**src/rtl/prim_fifo_pkg.sv**
```systemverilog
// Shared pointer type and level arithmetic for the synchronous watermark FIFO.
package prim_fifo_pkg;

    localparam int PTR_IDX_MAX = 16;

    typedef struct packed {
        logic                   wrap;
        logic [PTR_IDX_MAX-1:0] idx;
    } fifo_ptr_t;

    // Index width; a single-entry FIFO still carries one (always zero) index bit.
    function automatic int ptrv_w(input int depth);
        return (depth > 1) ? $clog2(depth) : 1;
    endfunction

    function automatic int fifo_depth(input fifo_ptr_t wptr, input fifo_ptr_t rptr,
                                      input int depth);
        if ((wptr.wrap != rptr.wrap) && (wptr.idx == rptr.idx)) begin
            return depth;
        end
        if (wptr.wrap == rptr.wrap) begin
            return int'(wptr.idx) - int'(rptr.idx);
        end
        return depth - int'(rptr.idx) + int'(wptr.idx);
    endfunction

endpackage

```
**src/rtl/prim_fifo_ptr.sv**
```systemverilog
// FIFO pointer: index wraps Depth-1 -> 0 and toggles the wrap bit.
// Latency: registered, new value visible the cycle after inc_i/clr_i.
// Backpressure: none; the caller only pulses inc_i on an accepted handshake.
module prim_fifo_ptr
    import prim_fifo_pkg::*;
#(
    parameter int unsigned Depth = 8
) (
    input  logic      clk_i,
    input  logic      rst_ni,
    input  logic      clr_i,
    input  logic      inc_i,
    output fifo_ptr_t ptr_o
);

    localparam int PtrW = ptrv_w(Depth);

    logic            r_wrap;
    logic [PtrW-1:0] r_idx;

    always_ff @(posedge clk_i or negedge rst_ni) begin
        if (!rst_ni) begin
            r_wrap <= 1'b0;
            r_idx  <= '0;
        end else if (clr_i) begin
            r_wrap <= 1'b0;
            r_idx  <= '0;
        end else if (inc_i) begin
            if (r_idx == PtrW'(Depth - 1)) begin
                r_idx  <= '0;
                r_wrap <= ~r_wrap;
            end else begin
                r_idx <= r_idx + 1'b1;
            end
        end
    end

    assign ptr_o.wrap = r_wrap;
    assign ptr_o.idx  = PTR_IDX_MAX'(r_idx);

endmodule

```
**src/rtl/prim_fifo_sync_wm.sv**
```systemverilog
// Sync FIFO with runtime almost-full/empty thresholds and a clearable high watermark.
// Latency: zero-cycle read of the head entry; with Pass=1 an empty FIFO forwards wdata_i.
// Backpressure: wready_o is purely ~full. Optional sticky err_o via PRIM_FIFO_SYNC_WM_ERR_EN.
module prim_fifo_sync_wm
    import prim_fifo_pkg::*;
#(
    parameter int unsigned Width             = 16,
    parameter int unsigned Depth             = 8,
    parameter bit          Pass              = 1'b1,
    parameter bit          OutputZeroIfEmpty = 1'b1,
    localparam int         DepthW            = $clog2(Depth + 1)
) (
    input  logic              clk_i,
    input  logic              rst_ni,
    input  logic              clr_i,
    input  logic              wvalid_i,
    output logic              wready_o,
    input  logic [Width-1:0]  wdata_i,
    output logic              rvalid_o,
    input  logic              rready_i,
    output logic [Width-1:0]  rdata_o,
    output logic [DepthW-1:0] depth_o,
    input  logic [DepthW-1:0] af_thresh_i,
    input  logic [DepthW-1:0] ae_thresh_i,
    output logic              almost_full_o,
    output logic              almost_empty_o,
    input  logic              wm_clr_i,
    output logic [DepthW-1:0] wm_o,
    output logic              err_o
);

    localparam int PtrW = ptrv_w(Depth);

    if (Depth < 1) begin : g_depth_chk
        $error("prim_fifo_sync_wm: Depth must be at least 1");
    end

    fifo_ptr_t         w_wptr;
    fifo_ptr_t         w_rptr;
    logic              w_full;
    logic              w_empty;
    logic              w_wr_en;
    logic              w_rd_en;
    logic [PtrW-1:0]   w_widx;
    logic [PtrW-1:0]   w_ridx;
    logic [Width-1:0]  w_head;
    logic [Width-1:0]  w_rdata_raw;
    logic [DepthW-1:0] w_depth_next;
    logic [DepthW-1:0] r_wm;
    logic [Width-1:0]  r_mem [Depth];

    prim_fifo_ptr #(.Depth(Depth)) u_wptr (
        .clk_i  (clk_i),
        .rst_ni (rst_ni),
        .clr_i  (clr_i),
        .inc_i  (w_wr_en),
        .ptr_o  (w_wptr)
    );

    prim_fifo_ptr #(.Depth(Depth)) u_rptr (
        .clk_i  (clk_i),
        .rst_ni (rst_ni),
        .clr_i  (clr_i),
        .inc_i  (w_rd_en),
        .ptr_o  (w_rptr)
    );

    assign w_full   = (w_wptr.idx == w_rptr.idx) && (w_wptr.wrap != w_rptr.wrap);
    assign w_empty  = (w_wptr == w_rptr);
    assign w_widx   = w_wptr.idx[PtrW-1:0];
    assign w_ridx   = w_rptr.idx[PtrW-1:0];

    assign wready_o = ~w_full;
    assign rvalid_o = ~w_empty | (Pass & wvalid_i);
    assign w_wr_en  = wvalid_i & ~w_full;
    assign w_rd_en  = rvalid_o & rready_i;

    always_ff @(posedge clk_i) begin
        if (w_wr_en && !clr_i) begin
            r_mem[w_widx] <= wdata_i;
        end
    end

    // When empty with Pass=1 the word being written is also the head.
    assign w_head      = r_mem[w_ridx];
    assign w_rdata_raw = (Pass && w_empty) ? wdata_i : w_head;
    assign rdata_o     = (OutputZeroIfEmpty && !rvalid_o) ? '0 : w_rdata_raw;

    assign depth_o        = DepthW'(fifo_depth(w_wptr, w_rptr, int'(Depth)));
    assign almost_full_o  = (depth_o >= af_thresh_i);
    assign almost_empty_o = (depth_o <= ae_thresh_i);

    assign w_depth_next = depth_o + DepthW'(w_wr_en) - DepthW'(w_rd_en);

    always_ff @(posedge clk_i or negedge rst_ni) begin
        if (!rst_ni) begin
            r_wm <= '0;
        end else if (clr_i || wm_clr_i) begin
            r_wm <= '0;
        end else if (w_depth_next > r_wm) begin
            r_wm <= w_depth_next;
        end
    end

    assign wm_o = r_wm;

`ifdef PRIM_FIFO_SYNC_WM_ERR_EN
    logic             r_err;
    logic             r_stall;
    logic [Width-1:0] r_wdata_q;
    logic             w_err_evt;

    // A stalled writer must hold its data; a reader must not pull from nothing.
    assign w_err_evt = (r_stall & wvalid_i & w_full & (wdata_i != r_wdata_q))
                     | (rready_i & ~rvalid_o & ~Pass)
                     | (depth_o > DepthW'(Depth));

    always_ff @(posedge clk_i or negedge rst_ni) begin
        if (!rst_ni) begin
            r_err     <= 1'b0;
            r_stall   <= 1'b0;
            r_wdata_q <= '0;
        end else begin
            r_stall   <= wvalid_i & w_full;
            r_wdata_q <= wdata_i;
            if (w_err_evt) begin
                r_err <= 1'b1;
            end
        end
    end

    assign err_o = r_err;
`else
    assign err_o = 1'b0;
`endif

endmodule

```
**config.mk**
```make
export PLATFORM = sky130hd
export DESIGN_NAME = prim_fifo_sync_wm
export DESIGN_NICKNAME = d
export VERILOG_FILES = /design/src/rtl/prim_fifo_pkg.sv /design/src/rtl/prim_fifo_ptr.sv /design/src/rtl/prim_fifo_sync_wm.sv
export SDC_FILE = /design/constraint.sdc
export NUM_CORES = 1
export LEC_CHECK = 0
export BUFFER_PORTS_ARGS = -buffer_cell sky130_fd_sc_hd__buf_2
export CAP_MARGIN = 0
export CORE_UTILIZATION = 59
export DETAILED_ROUTE_END_ITERATION = 8
export GPL_TIMING_DRIVEN = 0
export MAX_ROUTING_LAYER = met4
export PLACE_DENSITY = 0.79
export SYNTH_ARGS = -nofsm -noshare
export SYNTH_HDL_FRONTEND = slang
export SYNTH_SLANG_ARGS = --single-unit
export TNS_END_PERCENT = 20
```
**constraint.sdc**
```tcl
create_clock -name clk_i -period 5.5 [get_ports clk_i]
set_clock_uncertainty 0.1 [all_clocks]
set_input_delay 1.65 -clock clk_i [delete_from_list [all_inputs] [get_ports clk_i]]
set_output_delay 1.65 -clock clk_i [all_outputs]
set_load 0.01 [all_outputs]
```
==> results of run 1 <==
-- synthesized netlist by cell type --
library cell / number / area share
edfxtp_1: 128 / 0.63
mux4_2: 32 / 0.12
ha_1: 21 / 0.043
nand3_1: 21 / 0.017
o21ai_0: 20 / 0.016
inv_1: 18 / 0.011
nand2_1: 18 / 0.011
mux2i_1: 17 / 0.028
a21oi_1: 13 / 0.011
nor2_1: 13 / 0.0080
dfrtp_1: 12 / 0.049
clkbuf_1: 10 / 0.0061
buf_2: 4 / 0.0033
nor3_1: 4 / 0.0033
xnor2_1: 4 / 0.0057
a21o_1: 3 / 0.0037
a22o_1: 3 / 0.0043
and3_1: 2 / 0.0020
or3_1: 2 / 0.0020
xor2_1: 2 / 0.0029
a21bo_2: 1 / 0.0016
a21boi_0: 1 / 0.0012
a31o_2: 1 / 0.0014
a31oi_1: 1 / 0.0010
a32o_1: 1 / 0.0016
and2_1: 1 / 0.0010
buf_1: 1 / 0.00061
buf_4: 1 / 0.0012
conb_1: 1 / 0.00061
fa_1: 1 / 0.0033
inv_2: 1 / 0.00061
nand2b_1: 1 / 0.0010
nand4_1: 1 / 0.0010
nor2b_1: 1 / 0.0010
nor3b_1: 1 / 0.0012
o21a_1: 1 / 0.0012
o31ai_1: 1 / 0.0012
xnor3_1: 1 / 0.0037
xor2_2: 1 / 0.0027
-- layer usage --
metal  up-vias  track usage  share of wire  wire, um
li1       1601            -              -         -
met1      1837        0.340           0.40      5330
met2       197        0.427           0.49      6510
met3        25       0.0758          0.083      1100
met4         0       0.0990          0.019       245
met5         -            -              0         0
-- where the power goes --
group          internal [mW]  switching, mW
sequential              1.19         0.0154
clock                  0.690          0.432
combinational          0.189          0.259
-- sequential cells by signal (all words and copies together), names as in the netlist --
register / count
wm_o: 4
u_rptr.r_idx: 3
u_rptr.r_wrap: 1
u_wptr.r_idx: 3
r_mem: 128
u_wptr.r_wrap: 1
-- cells by family after synthesis --
family | after synthesis
fa+ha+maj | 22
mux | 49
xor+xnor | 8
buf+inv | 35
other cells | 1
compound gates | 46
simple gates | 65
flops | 140
-- worst max-delay path, delay by kind of cell (launching register included) --
kind                     cells  cell delay (ns)
buffers and inverters        4             0.67
AND/OR/NAND/NOR              4             0.64
flip-flops                   1             0.61
adder cells (fa/ha/maj)      2             0.59
AO/OA/AOI/OAI                2             0.23
multiplexers                 1             0.21
-- path summary, 6_finish.rpt --
| path | cells past startpoint | slack, ns | startpoint | end |
|---|---|---|---|---|
| max | 13 | 0.27 | u_rptr.r_idx[1] | almost_empty_o |
| min | 1 | 0.43 | wm_o[3] | wm_o[3] |
| max reg2reg | 18 | 0.48 | u_rptr.r_idx[1] | wm_o[2] |
| min reg2reg | 1 | 0.43 | wm_o[3] | wm_o[3] |
| max in group asynchronous | 1 | 4.16 | rst_ni | u_wptr.r_idx[0] |
| min in group asynchronous | 1 | 0.90 | rst_ni | u_rptr.r_wrap |
-- per-stage QoR --
step | power [mW] | instance area, um^2 | hold WS, ns
2_1_floorplan | 1.51 | 6120 | 0.439
3_3_place_gp | 1.65 | 6570 | 0.402
3_5_place_dp | 1.67 | 6710 | 0.414
4_1_cts | 2.78 | 7290 | 0.428
5_1_grt | 2.86 | 7290 | 0.449
6_report | 2.77 | 7290 | 0.428
-- final cells by class --
| type | instances | area share |
|---|---|---|
| Multi-Input combinational cell | 191 | 0.256 |
| Sequential cell | 140 | 0.568 |
| Inverter | 19 | 0.00978 |
| Tap cell | 133 | 0.0228 |
| Buffer | 14 | 0.00892 |
| Clock buffer | 18 | 0.0573 |
| Timing Repair Buffer | 64 | 0.0539 |
| Clock inverter | 14 | 0.0233 |
==> impl_metrics.py, run 1 <==
metrics = {
    "status": {
        "status": "finished clean",
    },
    "critical_path": {
        "crit_arrival_ns": 3.48,
        "crit_chain": "clkbuf_4, inv_1, ha_1, and3_1, nand2_1, nand2_1, inv_1, ha_1, nand2_1, a21oi_1, mux2i_1, a21oi_1, buf_2",
        "cp_max_fo": 10,
        "crit_path_end_kind": "output port",
        "cp-start-kind": "flop",
        "slowest_delay_ns": 0.61,
        "slowest_stage": "dfrtp_1",
        "cp_common_cell": "nand2_1",
        "crit_type": "reg -> out",
        "critPathRequiredTime_ns": 3.75,
    },
    "cells_and_area": {
        "drive_above_1_share": 0.313,
        "nNetsFinal": 499,
        "layout-area-overhead-vs-synth_pct": 19.1,
        "final_util": 0.736,
        "antenna_cells": 0,
        "final_cell_mix": "edfxtp_1, buf_2, mux4_2",
        "multi_input_area_mm2": 0.00186,
        "n_fill_cell": 601,
        "ff_latch_area_mm2": 0.00414,
        "final_common_cell": "edfxtp_1",
        "instances_no_fill": 593,
    },
    "logic_synthesis": {
        "yosys.area_share.simple": 0.0488,
        "yosys-mux-area-fraction": 0.145,
        "synth_area_mm2": 0.00612,
        "synth_seq_cells": 140,
        "ys_warn_count": 0,
        "syn_inst": 366,
        "synth-xor-area-share": 0.0149,
        "synth_compound_area_frac": 0.0443,
        "synthAdderAreaFrac": 0.0462,
        "synth_top_family_by_area": "multiplexers",
        "synth.distinct_cells": 39,
        "avgSynthCellArea_um2": 16.7,
        "synth_nets": 418,
        "yosysSeqAreaShare": 0.677,
    },
    "place": {
        "post-place-ws_ns": 0.135,
        "io_buffers": 56,
        "gp_routability_congestion": 0.826,
        "place_hpwl_mm": 8.27,
        "dp_cells": 563,
    },
    "cts": {
        "cts_tree": "built",
        "clk_latency_ns": 0.53,
        "cts_setup_buffers": 0,
        "cts.path.max_buffers": 2,
        "htree_levels": 4,
        "clock-root-buffer": "clkbuf_8",
        "cts_made_buffers": 17,
        "cts_resized": 1,
        "clkTransAtPathRegs_ns": 0.06,
        "hold_buffers": 0,
        "cts.sinks": 140,
    },
    "flow_run": {
        "maxCapViolations": 0,
    },
    "floorplanning": {
        "io_pins": 59,
        "fp.coreArea_mm2": 0.00991,
        "placementRows": 36,
        "die_area_mm2": 0.0108,
        "start_util": 0.618,
        "fp.dieH_um": 104,
        "die_w_um": 104,
    },
    "routing": {
        "drc": 0,
        "ant_nets": 0,
        "drtPass1Iterations": 5,
        "drt_iter0_drc": 384,
        "dr_total_vias": 3660,
        "wl_mm": 13.2,
        "vias_per_cell": 6.17,
        "drt-wirelength-per-cell_um": 22.2,
    },
    "sta": {
        "final.setup.tns_ns": 0,
        "hold_viol_final": 0,
        "min_period_ns": 5.23,
        "final_critical_path_setup_slack_ns": 0.271,
        "max_freq_mhz": 191,
        "slew_violations": 0,
        "fin_crit_sh": 0.951,
        "finalSetupViolations": 0,
        "max_slew.worst_pin.slew_ns": 1.01,
        "max_slew_margin": 0.325,
    },
    "grt": {
        "grt_usage": 0.271,
        "grt_pass1_vias": 3740,
        "overflow": 0,
        "grt_pass1_wl_mm": 20.5,
        "grt_max_degree": 18,
        "antenna_found_initial": 0,
    },
    "pwr": {
        "leakagePower_nw": 2.76,
        "vdd_drop_max_v": 0.000279,
        "p_per_area_mw_per_mm2": 380,
    },
    "worst_hold_path": {
        "hp-class": "reg -> reg",
    },
}
(Power assumes the default switching activity.)
==> run 2, diff against run 1 <==
--- a/config.mk
+++ b/config.mk
@@ -5,9 +5,11 @@
 export SDC_FILE = /design/constraint.sdc
 export NUM_CORES = 1
 export LEC_CHECK = 0
+export ABC_AREA = 1
 export BUFFER_PORTS_ARGS = -buffer_cell sky130_fd_sc_hd__buf_2
 export CAP_MARGIN = 0
 export CORE_UTILIZATION = 59
+export CTS_CLUSTER_DIAMETER = 60
 export DETAILED_ROUTE_END_ITERATION = 8
 export GPL_TIMING_DRIVEN = 0
 export MAX_ROUTING_LAYER = met4
==> run 2 against run 1 <==
Compared with the run above:
- clock power down 4%
- final cell count up 34%
- critical endpoint unchanged
- sequential power about the same
- utilization down 1.5 points
- cell area up 3.0%
- die area up 4.3%
- global-route usage up 2.8 points
- sequential share of layout area down 1.6 points
- synthesized cell count up 54%
- combinational power up 86%
==> impl_metrics.py, run 2 <==
metrics = {
    "status": {
        "status": "finished clean",
    },
    "routing": {
        "vias_per_cell": 6.04,
        "met3_wirelength_mm": 1.40,
        "met2WireLength_mm": 7.74,
        "drc": 0,
        "ant_nets": 0,
        "drtPass1Iterations": 5,
        "dr_total_vias": 4802,
        "wl_mm": 15.5,
        "wl_met1_mm": 6.04,
        "drt-wirelength-per-cell_um": 19.5,
        "drt_iter0_drc": 475,
        "top_layer_used": "met4",
    },
    "critical_path": {
        "slowest_delay_ns": 0.50,
        "critPathRequiredTime_ns": 3.75,
        "crit_chain": "inv_2, clkbuf_1, ha_1, nand2_1, nor2_4, nand2_4, nand2_1, ha_1, nand2_1, a21oi_1, nand2_1, nand2_1, nand2_1, buf_2",
        "crit_arrival_ns": 3.45,
        "crit_path_end_kind": "output port",
        "crit_type": "reg -> out",
        "cp_common_cell": "nand2_1",
        "cp-start-kind": "flop",
        "cp_max_fo": 10,
        "reg2regPathDepth": 24,
        "slowest_stage": "clkbuf_1",
    },
    "floorplanning": {
        "die_w_um": 106,
        "io_pins": 59,
        "die_area_mm2": 0.0113,
        "fp.dieH_um": 106,
        "start_util": 0.614,
        "fp.coreArea_mm2": 0.0104,
        "placementRows": 37,
    },
    "cts": {
        "cts_made_buffers": 17,
        "cts.path.max_buffers": 2,
        "clk_latency_ns": 0.53,
        "cts.sinks": 140,
        "cts_setup_buffers": 0,
        "htree_levels": 4,
        "clock-root-buffer": "clkbuf_8",
        "cts_tree": "built",
        "clkTransAtPathRegs_ns": 0.06,
        "hold_buffers": 0,
    },
    "worst_hold_path": {
        "whs_path_depth": 2,
        "hp-class": "reg -> reg",
    },
    "sta": {
        "rsz0062_at_grt": "false",
        "final_critical_path_setup_slack_ns": 0.297,
        "whs_ns": 0.445,
        "finalSetupViolations": 0,
        "max_slew.worst_pin.slew_ns": 1.01,
        "final.setup.tns_ns": 0,
        "min_period_ns": 5.20,
        "max_slew_margin": 0.328,
        "slew_violations": 0,
        "max_freq_mhz": 192,
        "hold_viol_final": 0,
        "fin_crit_sh": 0.946,
    },
    "place": {
        "io_buffers": 57,
        "gp_routability_congestion": 0.838,
        "dp_cells": 763,
        "post-place-ws_ns": 0.601,
        "place_hpwl_mm": 9.98,
    },
    "pwr": {
        "p_per_area_mw_per_mm2": 417,
        "vdd_drop_max_v": 0.000354,
        "leakagePower_nw": 2.91,
    },
    "cells_and_area": {
        "largest_register_ffs": 128,
        "regMostFlops": "r_mem",
        "n_fill_cell": 709,
        "final_common_cell": "edfxtp_1",
        "nNetsFinal": 698,
        "antenna_cells": 0,
        "multi_input_area_mm2": 0.00193,
        "ff_latch_area_mm2": 0.00414,
        "instances_no_fill": 795,
        "layout-area-overhead-vs-synth_pct": 17.5,
        "final_util": 0.721,
        "final_cell_mix": "edfxtp_1, o21ai_0, nor2_1",
        "drive_above_1_share": 0.200,
    },
    "logic_synthesis": {
        "ys_top_cells_by_count": "edfxtp_1, nor2_1, o21ai_0",
        "netlist_top_cells_area": "edfxtp_1, o21ai_0, nor2_1",
        "ys.flop_type": "edfxtp_1",
        "yosys.area.top_type": "edfxtp_1",
        "ys_warn_count": 0,
        "synth.most_common_cell": "edfxtp_1",
        "synth_nets": 616,
        "syn_inst": 564,
        "avgSynthCellArea_um2": 11.3,
        "synth_area_mm2": 0.00639,
        "synth_top_area_frac": 0.601,
        "yosysSeqAreaShare": 0.648,
        "async_flop_share": 0.0857,
        "synth-edff-count": 128,
        "synth_seq_cells": 140,
        "synth.distinct_cells": 36,
    },
    "grt": {
        "grt_pass1_vias": 4888,
        "grt_max_degree": 17,
        "antenna_found_initial": 0,
        "grt_pass1_wl_mm": 23.9,
        "grt_usage": 0.299,
        "overflow": 0,
    },
    "flow_run": {
        "maxCapViolations": 0,
    },
}
run 2: routing by layer:
| layer | GRT usage | up-vias |
|---|---|---|
| li1 | - | 2183 |
| met1 | 0.362 | 2284 |
| met2 | 0.476 | 298 |
| met3 | 0.0668 | 37 |
| met4 | 0.156 | 0 |
| met5 | - | - |
run 2: critical path, delay by kind of cell, from the launching register on:
kind | cells | cell delay (ns)
buffers and inverters | 3 | 0.80
adder cells (fa/ha/maj) | 2 | 0.68
flip-flops | 1 | 0.49
AO/OA/AOI/OAI | 1 | 0.16
AND/OR/NAND/NOR | 8 | 0.78
run 2: cell type report:
type / count / share of cell area
flip-flops and latches: 140 / 0.552
inverters: 44 / 0.0228
repair buffers: 63 / 0.0490
plain buffers: 28 / 0.0230
multi-input cells: 352 / 0.257
clock buffers: 17 / 0.0552
well taps: 136 / 0.0227
clock inverters: 15 / 0.0185
run 2: power by group:
part           total, mW  switching, mW  internal, mW
combinational      0.834          0.531         0.304
sequential          1.22         0.0193          1.20
clock               1.08          0.469         0.607
run 2: what timing repair did:
item                                   4_1_cts  5_1_grt
gates resized for setup                      0        3
setup endpoints to repair                    0        1
endpoints found under the hold margin        0        0
run 2: through the flow:
stage | total power [mW] | area (um^2)
finish | 3.13 | 7510
global route | 3.26 | 7510
CTS | 3.12 | 7500
detailed placement | 2.06 | 6950
global placement | 2.02 | 6850
floorplan | 1.79 | 6390
run 2: cells by family after synthesis:
logic type / share of synthesized area
AND/OR/NAND/NOR: 0.127
AO/OA/AOI/OAI: 0.124
flip-flops: 0.648
buffers and inverters: 0.0530
adder cells (fa/ha/maj): 0.0442
XOR/XNOR: 0.00274
other: 0.000587
run 2: final timing paths:
path | startpoint | end | slack, ns
worst max-delay path | u_rptr.r_idx[1] | almost_empty_o | 0.30
worst min-delay path | wm_o[3] | wm_o[3] | 0.44
worst max register to register | u_rptr.r_idx[2] | wm_o[1] | 0.65
worst min register to register | wm_o[3] | wm_o[3] | 0.44
max in group asynchronous | rst_ni | u_wptr.r_idx[2] | 4.17
min in group asynchronous | rst_ni | wm_o[0] | 0.90
